<file path="config.mk">
export PLATFORM = sky130hd
export DESIGN_NAME = led_strand_scheduler_flat
export DESIGN_NICKNAME = d
export VERILOG_FILES = /design/src/rtl/led_strand_scheduler_if.sv /design/src/rtl/led_strand_scheduler.sv /design/src/flat_wrapper.sv
export SDC_FILE = /design/constraint.sdc
export NUM_CORES = 1
export LEC_CHECK = 0
export CORE_MARGIN = 1.5
export CORE_UTILIZATION = 35
export DETAILED_ROUTE_END_ITERATION = 8
export HOLD_SLACK_MARGIN = 0.12
export PLACE_DENSITY = 0.65
export REMOVE_ABC_BUFFERS = 1
export SYNTH_ARGS = -nofsm -noshare
export SYNTH_HDL_FRONTEND = slang
export SYNTH_SLANG_ARGS = --single-unit
</file>
<file path="constraint.sdc">
create_clock -name clk -period 2.95 [get_ports clk]
set_clock_uncertainty 0.1 [all_clocks]
set_input_delay 0.59 -clock clk [delete_from_list [all_inputs] [get_ports clk]]
set_output_delay 0.59 -clock clk [all_outputs]
set_load 0.01 [all_outputs]
</file>
<file path="src/rtl/led_strand_scheduler_if.sv">
// led_strand_scheduler_if: signal bundle between the strand scheduler and its host, pixel source and strand drivers
//   master modport: scheduler side (drives fetch strobes, serial lines, strand gates, status)
//   slave modport : host/pixel-source side (drives requests, lengths, pixel words, blank)
//   frame_req[4]  per-strand refresh request pulse
//   strand_len[20] 5-bit LED count per strand, strand i at [5i+4:5i]
//   pix_data[32]  pixel word, valid 1 clk after pix_req
//   blank[4]      per-strand blank request (LED_SCHED_BLANK_EN builds only)
//   pix_req/pix_sel/pix_idx  pixel fetch strobe, strand and LED index
//   sck/mosi      shared serial clock and data
//   strand_en[4]  one-hot gate of the granted strand
//   busy          scheduler not idle
//   frame_done[4] one-clk completion pulse of the finished strand
interface led_strand_scheduler_if;
    logic [3:0]  frame_req;
    logic [19:0] strand_len;
    logic [31:0] pix_data;
    logic [3:0]  blank;
    logic        pix_req;
    logic [1:0]  pix_sel;
    logic [3:0]  pix_idx;
    logic        sck;
    logic        mosi;
    logic [3:0]  strand_en;
    logic        busy;
    logic [3:0]  frame_done;
    modport master (
        input  frame_req, strand_len, pix_data, blank,
        output pix_req, pix_sel, pix_idx, sck, mosi, strand_en, busy, frame_done
    );
    modport slave (
        output frame_req, strand_len, pix_data, blank,
        input  pix_req, pix_sel, pix_idx, sck, mosi, strand_en, busy, frame_done
    );
endinterface

</file>
<file path="src/rtl/led_strand_scheduler.sv">
// led_strand_scheduler: round-robin arbiter that serialises LED frames for 4 strands over one shared sck/mosi pair
//   clk    system clock, rising edge
//   reset  asynchronous, active-high
//   bus    led_strand_scheduler_if.master (requests, lengths, pixel fetch, serial lines, strand gates, status)
//   SCK_DIV  clk cycles per sck period (even, >= 4); NSTR  number of strands (fixed at 4)
//   Optional macro LED_SCHED_BLANK_EN: when defined, blank[g] replaces fetched pixels with 32'hE0000000.
// A frame is 32 zero bits, one 32-bit word per LED, then 32 one bits. The END segment holds one extra
// sck-low clk after its last bit so the driver sees sck return low while strand_en is still asserted.
module led_strand_scheduler #(
    parameter int SCK_DIV = 64,
    parameter int NSTR    = 4
) (
    input logic              clk,
    input logic              reset,
    led_strand_scheduler_if.master bus
);
    localparam int PW = $clog2(SCK_DIV);
    typedef enum logic [2:0] {IDLE, GRANT, START, FETCH, LED, END, DONE} state_t;
    state_t            state, state_nx;
    logic [NSTR-1:0]   pending, strand_en, pick_oh, clr;
    logic [1:0]        rr_ptr, g, pick;
    logic [4:0]        len, raw;
    logic [3:0]        pix_idx;
    logic [PW-1:0]     ph;
    logic [5:0]        bitc;
    logic [31:0]       shreg, cap;
    logic              fph, again, shifting, bit_end, seg_end, more;
    assign shifting = state inside {START, LED, END};
    assign bit_end  = ph == PW'(SCK_DIV - 1);
    // END runs one clk past its 32nd bit (bitc == 32, sck low) before handing over to DONE
    assign seg_end  = shifting && (state == END ? bitc == 6'd32 : bit_end && bitc == 6'd31);
    assign more     = {1'b0, pix_idx} + 5'd1 < len;
    assign raw      = 5'(bus.strand_len >> (5 * pick));
    assign pick_oh  = NSTR'(1) << pick;
    // a request for the active strand during its frame keeps it pending past DONE
    assign clr      = state == DONE && !again ? strand_en : '0;
`ifdef LED_SCHED_BLANK_EN
    assign cap = bus.blank[g] ? 32'hE000_0000 : bus.pix_data;
`else
    logic unused_blank;
    assign unused_blank = ^bus.blank;
    assign cap = bus.pix_data;
`endif
    // first pending strand at or after rr_ptr; scanning downward lets the nearest one win
    always_comb begin
        pick = rr_ptr;
        for (int k = 3; k >= 0; k--)
            if (pending[rr_ptr + 2'(k)]) pick = rr_ptr + 2'(k);
    end
    always_ff @(posedge clk or posedge reset)
        if (reset) state <= IDLE;
        else       state <= state_nx;
    always_comb begin
        state_nx = state;
        case (state)
            IDLE:    state_nx = |pending ? GRANT : IDLE;
            GRANT:   state_nx = START;
            START:   state_nx = seg_end ? (len != 5'd0 ? FETCH : END) : START;
            FETCH:   state_nx = fph ? LED : FETCH;
            LED:     state_nx = seg_end ? (more ? FETCH : END) : LED;
            END:     state_nx = seg_end ? DONE : END;
            DONE:    state_nx = IDLE;
            default: state_nx = IDLE;
        endcase
    end
    always_ff @(posedge clk or posedge reset) begin
        if (reset) begin
            pending   <= '0;
            rr_ptr    <= '0;
            g         <= '0;
            strand_en <= '0;
            len       <= '0;
            pix_idx   <= '0;
            ph        <= '0;
            bitc      <= '0;
            shreg     <= '0;
            fph       <= 1'b0;
            again     <= 1'b0;
        end else begin
            pending <= (pending & ~clr) | bus.frame_req;
            again   <= state == GRANT ? |(bus.frame_req & pick_oh) : again | |(bus.frame_req & strand_en);
            if (shifting) begin
                ph <= bit_end ? '0 : ph + 1'b1;
                if (bit_end) begin
                    bitc  <= bitc + 6'd1;
                    shreg <= {shreg[30:0], 1'b0};
                end
            end
            if (seg_end) begin
                ph   <= '0;
                bitc <= '0;
                if (state_nx == END) shreg <= '1;
            end
            if (state == GRANT) begin
                g         <= pick;
                strand_en <= pick_oh;
                len       <= raw > 5'd16 ? 5'd16 : raw;
                pix_idx   <= '0;
                shreg     <= '0;
            end
            if (state == FETCH) begin
                fph <= ~fph;
                if (fph) shreg <= cap;
            end
            if (state == LED && seg_end && more) pix_idx <= pix_idx + 4'd1;
            if (state == DONE) begin
                strand_en <= '0;
                rr_ptr    <= g + 2'd1;
            end
        end
    end
    assign bus.pix_req    = state == FETCH && !fph;
    assign bus.pix_sel    = g;
    assign bus.pix_idx    = pix_idx;
    assign bus.sck        = shifting && ph >= PW'(SCK_DIV / 2);
    assign bus.mosi       = shifting && shreg[31];
    assign bus.strand_en  = strand_en;
    assign bus.busy       = state != IDLE;
    assign bus.frame_done = state == DONE ? strand_en : '0;
endmodule
</file>
<file path="src/flat_wrapper.sv">
// flat-port wrapper written by rule: the top's interface ports become plain ports
module led_strand_scheduler_flat 
#(
    parameter int SCK_DIV = 64,
    parameter int NSTR    = 4
)
  (clk, reset, bus_frame_req, bus_strand_len, bus_pix_data, bus_blank, bus_pix_req, bus_pix_sel, bus_pix_idx, bus_sck, bus_mosi, bus_strand_en, bus_busy, bus_frame_done);
  led_strand_scheduler_if bus_i ();
  input logic clk;
  input logic reset;
  input wire logic [$bits(bus_i.frame_req)-1:0] bus_frame_req;
  input wire logic [$bits(bus_i.strand_len)-1:0] bus_strand_len;
  input wire logic [$bits(bus_i.pix_data)-1:0] bus_pix_data;
  input wire logic [$bits(bus_i.blank)-1:0] bus_blank;
  output wire logic [$bits(bus_i.pix_req)-1:0] bus_pix_req;
  output wire logic [$bits(bus_i.pix_sel)-1:0] bus_pix_sel;
  output wire logic [$bits(bus_i.pix_idx)-1:0] bus_pix_idx;
  output wire logic [$bits(bus_i.sck)-1:0] bus_sck;
  output wire logic [$bits(bus_i.mosi)-1:0] bus_mosi;
  output wire logic [$bits(bus_i.strand_en)-1:0] bus_strand_en;
  output wire logic [$bits(bus_i.busy)-1:0] bus_busy;
  output wire logic [$bits(bus_i.frame_done)-1:0] bus_frame_done;
  assign bus_i.frame_req = bus_frame_req;
  assign bus_i.strand_len = bus_strand_len;
  assign bus_i.pix_data = bus_pix_data;
  assign bus_i.blank = bus_blank;
  assign bus_pix_req = bus_i.pix_req;
  assign bus_pix_sel = bus_i.pix_sel;
  assign bus_pix_idx = bus_i.pix_idx;
  assign bus_sck = bus_i.sck;
  assign bus_mosi = bus_i.mosi;
  assign bus_strand_en = bus_i.strand_en;
  assign bus_busy = bus_i.busy;
  assign bus_frame_done = bus_i.frame_done;
  led_strand_scheduler #(.SCK_DIV(SCK_DIV), .NSTR(NSTR)) u_core (.clk(clk), .reset(reset), .bus(bus_i));
endmodule
</file>
==> impl_metrics.csv <==
group,metric,value,unit
run_status,status,"finished, final reports clean",
final_layout,num-nets-final,552,
cts,post-cts-setup-buffer-count,0,
synthesis,syn-mean-instance-area,9.76,um2
critical_path,startpoint,"u_core.state[2]",
route,drc_errors,0,
cts,cts_buffers,9,
worst_hold_path,hp-start,"u_core.shreg[0]",
global_route,grt.total_usage,0.166,
cts,root_buffer,"clkbuf_16",
timing,max_clock_freq,0.357,GHz
synthesis,yosysWarnings,0,
power_and_ir_drop,pwr-share-seq,0.363,
cts,clock_path_buffers,2,
cts,clk_pin_slew,60,ps
power_and_ir_drop,clkPwrFrac,0.276,
critical_path,r2r-start,"u_core.bus.pix_idx[0]",
critical_path,cp_slowest_stage_delay,530,ps
floorplan,rows,38,
global_route,antenna_found_initial,0,
route,vias_per_cell,5.24,
final_layout,n_antenna_cell,0,
critical_path,required,2260,ps
route,wirelength,9310,um
route,antenna_left,0,
floorplan,start_util,0.361,
floorplan,io_pins,80,
critical_path,r2r-end,"u_core.shreg[9]",
global_route,grt_pass1_vias,3443,
critical_path,start_kind,"register",
placed_design,routabilityCongestion,0.837,
route,drt_iter0_drc,144,
critical_path,worstSetupPathType,"register to output port",
synthesis,netlist_area,0.00395,mm2
final_layout,area_delta_synth_final,32.7,%
timing,slew_headroom,0.656,
placed_design,placed_cells,610,
synthesis,synthCells,404,
synthesis,netlist_top_cells_count,"nand2_1, dfrtp_1, mux2i_1",
power_and_ir_drop,p_leak,0.00209,uW
critical_path,cp_data_arrival_time,2110,ps
power_and_ir_drop,powerDensity,838,mW/mm2
cts,tritoncts,"built",
timing,hold_slack,423,ps
timing,hold_violations,0,
timing,worst_slew_pin_slew,513,ps
synthesis,synth_top_area_share,0.444,
power_and_ir_drop,internal-power,2870,uW
job,drv_cap,0,
critical_path,rrSetupSlack,450,ps
floorplan,coreArea,0.0109,mm2
worst_hold_path,hold_depth,2,
power_and_ir_drop,p_sw_frac,0.346,
synthesis,synth_ff_type,"dfrtp_1",
synthesis,synth.distinct_cells,58,
floorplan,dieArea,0.0119,mm2
cts,cts_sinks,70,
final_layout,final_cells,626,
route,wire_per_inst,14.9,um
global_route,overflow,0,
synthesis,synth_top_cell_by_area,"dfrtp_1",
timing,slew_viol_final,0,
power_and_ir_drop,power_switching,1520,uW
critical_path,cp_slowest_cell,"clkdlybuf4s50_1",
placed_design,dp_hpwl,6500,um
route,via_count,3283,
timing,setup_viol,0,
placed_design,port_buffers,75,
critical_path,path_cells,"or3b_1 > nand2_1 > and2_1 > clkdlybuf4s50_1",
power_and_ir_drop,ir_drop,0.416,mV
cts,clk_latency,320,ps
critical_path,worstPathBufferInverterCount,1,
global_route,grt_pass1_wl,15700,um
critical_path,cp_max_fo,6,
critical_path,r2r_cells,9,
power_and_ir_drop,pwr-share-comb,0.362,
synthesis,synth_edf_count,0,
synthesis,ys_seq_elements,70,
final_layout,drive_gt1_frac,0.0802,
floorplan,die_h,109,um
route,drt_first_pass_iters,5,
global_route,grt_max_degree,71,
cts,h-tree-depth,3,
critical_path,critical-path-top-delay-family,"simple AND/OR/NAND/NOR gates",
synthesis,synth_most_common_cell,"nand2_1",
final_layout,final_core_util,0.479,
synthesis,synth_area_leaders,"dfrtp_1, mux2i_1, o211ai_1",
synthesis,async_flop_share,1.00,
timing,post-route-period-util,0.949,
timing,rsz0062_at_grt,"false",
timing,fin_crit,2800,ps
floorplan,die_w,109,um
worst_hold_path,hp-class,"register to register",
worst_hold_path,holdPathEnd,"u_core.shreg[0]",
synthesis,ys_seq_area_frac,0.444,
critical_path,cp-end-kind,"output port",
layout make-up:
class / count / area, um2
timing repair buffer: 87 / 878
fill: 1053 / 5700
multi-input combinational: 299 / 2040
inverter: 14 / 52.6
tap: 140 / 175
clock inverter: 4 / 95.1
sequential: 70 / 1750
clock buffer: 12 / 236
worst max path at each step:
stage / to / slack, ps / cells after the start
global placement: bus_mosi / 450 / 4
floorplan: u_core.bitc[4] / -2340 / 4
CTS: bus_mosi / 80 / 4
global route: bus_sck / 30 / 4
finish: bus_mosi / 150 / 4
detailed placement: bus_mosi / 440 / 4
cell families after synthesis:
group | count (synthesis) | share of synthesized area
DFF | 70 | 0.444
and+or+nand+nor | 145 | 0.180
muxes | 42 | 0.108
AOI/OAI and AO/OA | 91 | 0.171
buffers and inverters | 35 | 0.0425
xor gates and xnor gates | 12 | 0.0266
adders and majority gates | 9 | 0.0285
power groups by stage:
stage	Combinational, uW	Sequential (uW)	Clock [uW]
4_1_cts	1610	1590	1230
3_5_place_dp	1600	1600	0
6_report	1590	1590	1210
2_1_floorplan	1010	1560	0
5_1_grt	1780	1640	1280
3_3_place_gp	1550	1590	0
cells in the final DEF, fill, tap and decap left out, types with 2 or more instances in the layout:
cell type,instances
nand2_1,71
o31ai_1,2
a21oi_1,10
or4_1,2
nand3_1,6
and2_1,8
xnor2_1,9
o22ai_1,2
clkbuf_16,9
o21ai_1,5
mux2i_1,39
ha_1,9
dfrtp_1,69
inv_1,11
nor3_1,4
clkdlybuf4s50_1,75
nor2b_1,5
and3_1,3
o21ai_0,5
a32o_1,3
a21o_1,6
a32oi_1,2
mux2_2,2
a31oi_1,6
nand2b_1,5
nor3b_2,2
buf_12,3
nor2_1,20
bufinv_16,3
a211oi_1,2
xor2_1,3
or3_1,2
nor4_1,2
buf_4,9
o211ai_1,36
inv_2,3
clkbuf_1,3
nand4_1,5
worst register-to-register path, stage by stage (launching register included):
cell,delay [ps]
dfrtp_1,430
ha_1,280
xor2_1,160
ha_1,300
a21o_1,160
a31oi_1,160
o21a_1,240
o31a_1,220
buf_12,200
o211ai_1,120
through the flow:
stage               TNS [ps]  instance area (um2)  total power (uW)  setup WS [ps]
global placement           0                 4900              3140            449
global route               0                 5230              4700           32.7
floorplan             -81300                 3830              2570          -2340
detailed placement         0                 4900              3200            439
finish                     0                 5230              4390            152
CTS                        0                 5230              4430           83.3
timing repair:
item / in CTS / in global routing
hold buffers: 0 / 0
gates resized for setup: 0 / 1
endpoints found under the setup margin: 0 / 2
state kept, by name (all words and copies together), names as in the netlist:
| name | count |
|---|---|
| u_core.again | 1 |
| u_core.bitc | 6 |
| u_core.bus.pix_idx | 4 |
| u_core.bus.pix_sel | 2 |
| u_core.bus.strand_en | 4 |
| u_core.fph | 1 |
| u_core.len | 5 |
| u_core.pending | 4 |
| u_core.ph | 6 |
| u_core.rr_ptr | 2 |
| u_core.shreg | 32 |
| u_core.state | 3 |
per-layer routing:
| layer | track usage | share of wire | up-vias |
|---|---|---|---|
| met1 | 0.215 | 0.46 | 1563 |
| met2 | 0.277 | 0.48 | 92 |
| met3 | 0.0406 | 0.056 | 7 |
| met5 | 0 | 0 | - |
| met4 | 0.0442 | 0.0082 | 0 |
| li1 | - | - | 1621 |
No activity file was read; power rests on OpenSTA's default activity.
